<file path="config.mk">
export PLATFORM = sky130hd
export DESIGN_NAME = figo_seq_tx
export DESIGN_NICKNAME = d
export VERILOG_FILES = /design/src/rtl/figo_seq_tx.sv
export SDC_FILE = /design/constraint.sdc
export NUM_CORES = 1
export LEC_CHECK = 0
export ABC_AREA = 1
export BUFFER_PORTS_ARGS = -buffer_cell sky130_fd_sc_hd__buf_2
export CAP_MARGIN = 10
export CORE_ASPECT_RATIO = 1.1
export CORE_UTILIZATION = 60
export CTS_CLUSTER_SIZE = 16
export DETAILED_ROUTE_END_ITERATION = 6
export GPL_TIMING_DRIVEN = 0
export PLACE_DENSITY = 0.86
export SLEW_MARGIN = 10
export SYNTH_ARGS = -nofsm -noshare
export SYNTH_HDL_FRONTEND = slang
export SYNTH_SLANG_ARGS = --single-unit
</file>
<file path="constraint.sdc">
create_clock -name clk -period 4.5 [get_ports clk]
set_input_delay 1.125 -clock clk [delete_from_list [all_inputs] [get_ports clk]]
set_output_delay 1.125 -clock clk [all_outputs]
set_load 0.02 [all_outputs]
</file>
<file path="src/rtl/figo_seq_tx.sv">
// ---------------------------------------------------------------------------
// figo_seq_tx -- serial pattern transmitter
//
// Loads a bit pattern on a start pulse and shifts it out MSB-first, one bit
// per clock. The pattern can be repeated with idle gaps between repetitions.
// A one-cycle done pulse marks completion. This block is the stimulus source
// and in-system sequence generator that feeds the figo_fsm detector input.
//
// Optional feature: define FIGO_TX_PARITY_EN to append one even-parity bit
// after bit 0 of every repetition.
//
// Ports
//   clk         rising-edge clock
//   reset       synchronous, active-high reset
//   start       start request, sampled only while idle
//   pat_data    pattern; bit pat_len-1 is sent first, bit 0 is sent last
//   pat_len     pattern length, accepted range 1..PAT_MAX
//   repeat_cnt  extra repetitions (total transmissions = repeat_cnt + 1)
//   outbit      serial data to the detector (registered)
//   bit_valid   outbit carries a pattern or parity bit
//   busy        transfer in progress (send and gap cycles)
//   done        one-cycle completion pulse
// ---------------------------------------------------------------------------
module figo_seq_tx #(
    parameter int   PAT_MAX    = 8,
    parameter int   LEN_W      = 4,
    parameter int   GAP_CYCLES = 2,
    parameter logic IDLE_LEVEL = 1'b0
) (
    input  logic               clk,
    input  logic               reset,
    input  logic               start,
    input  logic [PAT_MAX-1:0] pat_data,
    input  logic [LEN_W-1:0]   pat_len,
    input  logic [3:0]         repeat_cnt,
    output logic               outbit,
    output logic               bit_valid,
    output logic               busy,
    output logic               done
);

    localparam int IDX_W = (PAT_MAX > 1) ? $clog2(PAT_MAX) : 1;
    localparam int GAP_W = $clog2(GAP_CYCLES + 2);

    typedef enum logic [1:0] {
        ST_IDLE = 2'd0,
        ST_SEND = 2'd1,
        ST_GAP  = 2'd2,
        ST_DONE = 2'd3
    } state_t;

`ifdef FIGO_TX_PARITY_EN
    // Even parity over the low len bits of pat (the bits actually transmitted).
    function automatic logic even_parity(input logic [PAT_MAX-1:0] pat,
                                         input logic [LEN_W-1:0]   len);
        logic acc;
        acc = 1'b0;
        for (int i = 0; i < PAT_MAX; i++) begin
            if (i < int'(len)) begin
                acc = acc ^ pat[i];
            end else begin
                acc = acc;
            end
        end
        return acc;
    endfunction
`endif

    state_t             state_r, state_s;
    logic [PAT_MAX-1:0] pat_r, pat_s;
    logic [IDX_W-1:0]   top_idx_r, top_idx_s;
    logic [IDX_W-1:0]   idx_r, idx_s;
    logic [3:0]         reps_r, reps_s;
    logic [GAP_W-1:0]   gap_r, gap_s;
    logic               outbit_r, outbit_s;
    logic               bit_valid_r, bit_valid_s;
    logic               busy_r, busy_s;
    logic               done_r, done_s;
    logic               rep_end_s;
    logic               len_ok_s;
    logic [IDX_W-1:0]   first_idx_s;
`ifdef FIGO_TX_PARITY_EN
    logic               par_r, par_s;
    logic               par_phase_r, par_phase_s;
`endif

    assign len_ok_s    = (pat_len != {LEN_W{1'b0}}) && (pat_len <= LEN_W'(PAT_MAX));
    assign first_idx_s = IDX_W'(pat_len - LEN_W'(1));

    // Next-state and next-output logic; outputs default to the idle level.
    always_comb begin
        state_s     = state_r;
        pat_s       = pat_r;
        top_idx_s   = top_idx_r;
        idx_s       = idx_r;
        reps_s      = reps_r;
        gap_s       = gap_r;
        outbit_s    = IDLE_LEVEL;
        bit_valid_s = 1'b0;
        busy_s      = 1'b0;
        done_s      = 1'b0;
        rep_end_s   = 1'b0;
`ifdef FIGO_TX_PARITY_EN
        par_s       = par_r;
        par_phase_s = par_phase_r;
`endif
        case (state_r)
            ST_IDLE: begin
                if (start && len_ok_s) begin
                    state_s     = ST_SEND;
                    pat_s       = pat_data;
                    top_idx_s   = first_idx_s;
                    idx_s       = first_idx_s;
                    reps_s      = repeat_cnt;
                    outbit_s    = pat_data[first_idx_s];
                    bit_valid_s = 1'b1;
                    busy_s      = 1'b1;
`ifdef FIGO_TX_PARITY_EN
                    par_s       = even_parity(pat_data, pat_len);
                    par_phase_s = 1'b0;
`endif
                end else begin
                    state_s = ST_IDLE;
                end
            end
            ST_SEND: begin
                busy_s = 1'b1;
`ifdef FIGO_TX_PARITY_EN
                if (par_phase_r) begin
                    rep_end_s = 1'b1;
                end else if (idx_r == IDX_W'(0)) begin
                    par_phase_s = 1'b1;
                    outbit_s    = par_r;
                    bit_valid_s = 1'b1;
                end else begin
                    idx_s       = idx_r - IDX_W'(1);
                    outbit_s    = pat_r[idx_r - IDX_W'(1)];
                    bit_valid_s = 1'b1;
                end
`else
                if (idx_r == IDX_W'(0)) begin
                    rep_end_s = 1'b1;
                end else begin
                    idx_s       = idx_r - IDX_W'(1);
                    outbit_s    = pat_r[idx_r - IDX_W'(1)];
                    bit_valid_s = 1'b1;
                end
`endif
                if (rep_end_s) begin
`ifdef FIGO_TX_PARITY_EN
                    par_phase_s = 1'b0;
`endif
                    if (reps_r != 4'd0) begin
                        reps_s = reps_r - 4'd1;
                        if (GAP_CYCLES == 0) begin
                            // Back-to-back: next repetition starts immediately.
                            state_s     = ST_SEND;
                            idx_s       = top_idx_r;
                            outbit_s    = pat_r[top_idx_r];
                            bit_valid_s = 1'b1;
                        end else begin
                            state_s = ST_GAP;
                            gap_s   = GAP_W'(GAP_CYCLES - 1);
                        end
                    end else begin
                        state_s = ST_DONE;
                        done_s  = 1'b1;
                        busy_s  = 1'b0;
                    end
                end else begin
                    state_s = ST_SEND;
                end
            end
            ST_GAP: begin
                busy_s = 1'b1;
                if (gap_r == GAP_W'(0)) begin
                    state_s     = ST_SEND;
                    idx_s       = top_idx_r;
                    outbit_s    = pat_r[top_idx_r];
                    bit_valid_s = 1'b1;
                end else begin
                    gap_s = gap_r - GAP_W'(1);
                end
            end
            ST_DONE: begin
                state_s = ST_IDLE;
            end
            default: begin
                state_s = ST_IDLE;
            end
        endcase
    end

    // State, datapath and registered outputs; reset wins over any request.
    always_ff @(posedge clk) begin
        if (reset) begin
            state_r     <= ST_IDLE;
            pat_r       <= {PAT_MAX{1'b0}};
            top_idx_r   <= {IDX_W{1'b0}};
            idx_r       <= {IDX_W{1'b0}};
            reps_r      <= 4'd0;
            gap_r       <= {GAP_W{1'b0}};
            outbit_r    <= IDLE_LEVEL;
            bit_valid_r <= 1'b0;
            busy_r      <= 1'b0;
            done_r      <= 1'b0;
`ifdef FIGO_TX_PARITY_EN
            par_r       <= 1'b0;
            par_phase_r <= 1'b0;
`endif
        end else begin
            state_r     <= state_s;
            pat_r       <= pat_s;
            top_idx_r   <= top_idx_s;
            idx_r       <= idx_s;
            reps_r      <= reps_s;
            gap_r       <= gap_s;
            outbit_r    <= outbit_s;
            bit_valid_r <= bit_valid_s;
            busy_r      <= busy_s;
            done_r      <= done_s;
`ifdef FIGO_TX_PARITY_EN
            par_r       <= par_s;
            par_phase_r <= par_phase_s;
`endif
        end
    end

    assign outbit    = outbit_r;
    assign bit_valid = bit_valid_r;
    assign busy      = busy_r;
    assign done      = done_r;

endmodule

</file>
After elaboration in Yosys (flattened, before gate mapping). Index checks and enable logic that the tools add are counted.

Register bits: 26. Input port bits: 19. Output and inout port bits: 4. Logic and storage cells: 81.

Add/sub/neg operators: 4. $lt $le $gt $ge: 4. Equal/unequal tests: 9. Mux-type cells: 37. Bitwise logic cells: 2. Reductions and logical operators: 15.

Operators with widths (number): $mux W1 (16); $lt A3 B4 Y1 const B (3); $mux W4 (3); $ne A2 B2 Y1 const B (6); $reduce_and A4 Y1 (3); $mux W2 (5); $bmux W1 S3 (3); $mux W3 (3); $pmux W1 S3 (3); $pmux W3 S3 (1); $pmux W2 S4 (1); $pmux W4 S2 (1); $reduce_bool A4 Y1 (2); $sub A3 B1 Y3 const B (2); $eq A2 B2 Y1 const B (2); $le A4 B4 Y1 const B (1); $logic_not A2 Y1 (2); $pmux W2 S2 (1); $reduce_bool A2 Y1 (2); $sub A4 B1 Y4 const B (1); $logic_not A3 Y1 (1); $reduce_bool A3 Y1 (1); $reduce_or A3 Y1 (1); $eq A2 B1 Y1 const B (1); 4 further kinds (6).

Logic depth before layout (Yosys ltp).
Word-level depth: 5. Gate-level depth with buffers: 11. Depth with buffers taken out: 11.

Least setup slack after synthesis. Ideal clock, no wire load.

Path kind: input -> register. From: input port pat_len[0]. To: register pat_r[0]. Setup time: 0.070 ns. Arrival: 2.099 ns. Data required time: 4.430 ns. Slack: 2.331 ns. Stages: 9. Path buffers: 1. Cells stage by stage: inv_1 > ha_1 > nand2_1 > nand2_1 > nand3_2 > nor2_4 > inv_4 > buf_6 > a21oi_1.

Longest elaborated chain between the ends: 4. Elaborated cells between the ends (all ways): 5.

Ends and longest elaborated chain: start: declaration (RTL line 34) `input logic [LEN_W-1:0] pat_len,`; $le A4 B4 Y1 / $reduce_bool A4 Y1 (equally long branches) (RTL line 87) `assign len_ok_s = (pat_len != {LEN_W{1'b0}}) && (pat_len <= LEN_W'(PAT_MAX));`; $logic_and A1 B1 Y1 * (RTL line 87); $logic_and A1 B1 Y1 * (RTL line 109) `if (start && len_ok_s) begin`; $reduce_and A2 Y1 (no source line) *; end signal: assignment (RTL line 198) `pat_r <= {PAT_MAX{1'b0}};`; end signal: assignment (RTL line 213) `pat_r <= pat_s;`; end: declaration (RTL line 70) `logic [PAT_MAX-1:0] pat_r, pat_s;`.

Mark *: on every way between the ends. The rest lies on a longest branch, timed or not. A chain may end at the register's enable or synchronous reset.

Final worst setup path.
From: input port pat_len[0]. To: register pat_r[7].

The elaborated chain is that of the path after synthesis.

==> out/summary.json <==
{
  "post_cts_resized": {"value": 0},
  "grt_max_degree": {"value": 16},
  "syn2layout_area_growth": {"value": 12.69, "unit": "%"},
  "vias": {"value": 1566},
  "nNetsFinal": {"value": 301},
  "clock_tree.htree_level_count": {"value": 1},
  "synth_compound_area_share": {"value": 14.11, "unit": "%"},
  "clock_tree.buffer_depth": {"value": 2},
  "yosysSeqAreaShare": {"value": 32.78, "unit": "%"},
  "grt.overflow.total": {"value": 0},
  "min_period": {"value": 2.201, "unit": "ns"},
  "first_global_vias": {"value": 1355},
  "fin_tns_setup": {"value": 0, "unit": "ns"},
  "cts.reportedPaths.clkPinSlew": {"value": 0.14, "unit": "ns"},
  "yosysWarnings": {"value": 0},
  "postSynthRegisterBits": {"value": 26},
  "fillCellCount": {"value": 230},
  "dr_iter_0_viols": {"value": 60},
  "viasPerCell": {"value": 5.168},
  "fmax": {"value": 454.4, "unit": "MHz"},
  "die_width": {"value": 51.05, "unit": "um"},
  "netlist-cell-type-count": {"value": 23},
  "report.final.hold_viol_count": {"value": 0},
  "start_util": {"value": 63.61, "unit": "%"},
  "grt_antenna_before_repair": {"value": 0},
  "power.leakage": {"value": 0.9027, "unit": "nW"},
  "first_pass_grt_wire_length": {"value": 5.678, "unit": "mm"},
  "path_class": {"value": "input port to register"},
  "wl_per_cell": {"value": 11.37, "unit": "um"},
  "grt_setup_unrepaired": {"value": "false"},
  "detail_route.wirelength": {"value": 3.446, "unit": "mm"},
  "globalplace.congestion": {"value": 0.8320},
  "power.ir.vdd_worst": {"value": 253.4, "unit": "uV"},
  "critical_path_required": {"value": 4.77, "unit": "ns"},
  "worst_pin_slew": {"value": 0.4902, "unit": "ns"},
  "hold_depth": {"value": 2},
  "multiplexer_area_fraction_after_synthesis": {"value": 0, "unit": "%"},
  "cts-root-buf": {"value": "clkbuf_4"},
  "cts_inserted_buffers": {"value": 3},
  "worst_slack": {"value": 2.299, "unit": "ns"},
  "placementRows": {"value": 19},
  "clk-insertion-delay-late": {"value": 0.34, "unit": "ns"},
  "post-synth-top-area-fraction": {"value": 32.78, "unit": "%"},
  "power-per-cell-area": {"value": 352.2, "unit": "nW/um^2"},
  "ios": {"value": 23},
  "dr.pass1.iters": {"value": 4},
  "count_of_final_max_slew_check_failures": {"value": 0},
  "setup_viol": {"value": 0},
  "worst-path-max-fanout": {"value": 10},
  "drt.antenna.violating_nets": {"value": 0},
  "skew": {"value": 0.01553, "unit": "ns"},
  "grt_usage": {"value": 26.18, "unit": "%"},
  "syn_inst": {"value": 246},
  "timing.critical_path.to_type": {"value": "register"},
  "cts_hold_buf": {"value": 0},
  "post_synthesis_share_of_cell_area_spent_on_full_adders_half_adders_and_majority_gates": {"value": 7.092, "unit": "%"},
  "yosys-top-cells-area": {"value": "dfxtp_1, nand2_1, inv_1"},
  "main_combinational_cell_family_by_area_after_synthesis": {"value": "simple AND/OR/NAND/NOR gates"},
  "synth-simple-area-share": {"value": 33.41, "unit": "%"},
  "core": {"value": 2496, "unit": "um^2"},
  "cp.arrival": {"value": 2.47, "unit": "ns"},
  "die_area": {"value": 2857, "unit": "um^2"},
  "die_h": {"value": 55.96, "unit": "um"},
  "setup.worst_path.start_class": {"value": "input port"},
  "timing.max_slew.rel_slack": {"value": 67.32, "unit": "%"},
  "drive_above_1_share": {"value": 13.97, "unit": "%"},
  "tritoncts": {"value": "built"},
  "post_cts.repair.setup_buffers": {"value": 0},
  "numClockSinks": {"value": 26},
  "drc": {"value": 0},
  "hold_class": {"value": "register to register"},
  "synth.cell_area": {"value": 1588, "unit": "um^2"},
  "io_buffers": {"value": 22},
  "antenna_cells": {"value": 0},
  "detailedPlace.worstSlack": {"value": 1.945, "unit": "ns"},
  "post-route-period-util": {"value": 48.91, "unit": "%"},
  "mappedNetlistNets": {"value": 274},
  "place_hpwl": {"value": 2.579, "unit": "mm"},
  "worst_r2r_path_depth": {"value": 9},
  "synth_largest_area_cell": {"value": "dfxtp_1"},
  "status": {"value": "completed"},
  "synth_area_per_cell": {"value": 6.454, "unit": "um^2"},
  "synth_xor_xnor_area_share": {"value": 1.103, "unit": "%"},
  "timing.max_cap.violations": {"value": 0}
}
## power breakdown
group	switching (mW)	internal [mW]	total [mW]
combinational	0.124	0.0712	0.195
sequential	0.0138	0.255	0.269
clock	0.0761	0.0902	0.166
## placed cells by master (no fill, tap or decap)
cell type / n
nand3b_1: 1
inv_4: 1
clkinv_1: 1
nor2_2: 2
o22ai_1: 1
o21ai_0: 21
inv_2: 1
buf_6: 1
clkbuf_1: 1
buf_2: 22
nor2_4: 2
a211oi_1: 1
a21oi_1: 18
dfxtp_1: 26
xnor2_1: 2
clkbuf_4: 3
o21bai_1: 2
nor2_1: 22
nand3_1: 21
nand2_1: 62
ha_1: 9
nand3_2: 3
nand2_2: 2
nor3_1: 5
inv_1: 41
bufinv_16: 1
## worst paths after layout
path,start,slack (ns),end
max reg2reg,idx_r[0],2.81,reps_r[0]
max,pat_len[0],2.30,pat_r[7]
min,gap_r[1],0.47,gap_r[1]
min reg2reg,gap_r[1],0.47,gap_r[1]
## registers in the layout (all words and copies together) (netlist names)
| signal | flops |
|---|---|
| bit_valid | 1 |
| busy | 1 |
| done | 1 |
| gap_r | 2 |
| idx_r | 3 |
| outbit | 1 |
| pat_r | 8 |
| reps_r | 4 |
| state_r | 2 |
| top_idx_r | 3 |
## critical path, stage by stage
cell and delay, ns:
buf_2 0.15, inv_1 0.14, ha_1 0.23, nand2_1 0.07, nand2_1 0.06, nand3_2 0.10, nor2_4 0.21, inv_4 0.08
buf_6 0.15, a21oi_1 0.15
## logic make-up (layout without fill, tap and decap cells)
logic type	count (synthesis)	in the layout
AOI/OAI and AO/OA	43	43
xor gates and xnor gates	2	2
adders and majority gates	9	9
buffers and inverters	46	72
DFF	26	26
and+or+nand+nor	120	120
## area by class of cell
type                       instances  area [um^2]  area share [%]
buffer                             2        15.01          0.8392
clock buffer                       3        22.52           1.259
clock inverter                     1        30.03           1.678
inverter                          44        167.7           9.371
multi-input combinational        174        884.6           49.44
sequential                        26        520.5           29.09
tap                               31        38.79           2.168
timing repair buffer              22        110.1           6.154
## routing by layer
layer / part of all wire [%] / wire length (um) / vias up / GRT usage [%]
met2: 50 / 1735 / 32 / 47.37
met5: 0 / 0 / - / 0
met1: 45 / 1566 / 697 / 31.57
li1: - / - / 832 / -
met4: 1.3 / 45 / 0 / 8.333
met3: 2.9 / 99 / 5 / 2.459
## cell usage after synthesis, drive strengths merged
library cell   n
o21bai         2
nand3         24
o22ai          1
nand2         64
nand3b         1
inv           43
a211oi         1
clkinv         1
dfxtp         26
buf            1
clkbuf         1
ha             9
a21oi         18
xnor2          2
nor3           5
o21ai         21
nor2          26
## metrics by stage
stage / utilization, % / instance area [um^2] / std cells / hold WS (ns) / total power, mW
2_1_floorplan: - / 1588 / 246 / 0.4328 / 0.4194
3_3_place_gp: 69.57 / 1737 / 299 / 0.4455 / 0.4611
3_5_place_dp: 69.57 / 1737 / 299 / 0.4505 / 0.4651
4_1_cts: 71.68 / 1789 / 303 / 0.4697 / 0.6279
5_1_grt: 71.68 / 1789 / 303 / 0.4946 / 0.6725
6_report: 71.68 / 1789 / 303 / 0.4678 / 0.6301
(Power assumes the default switching activity.)
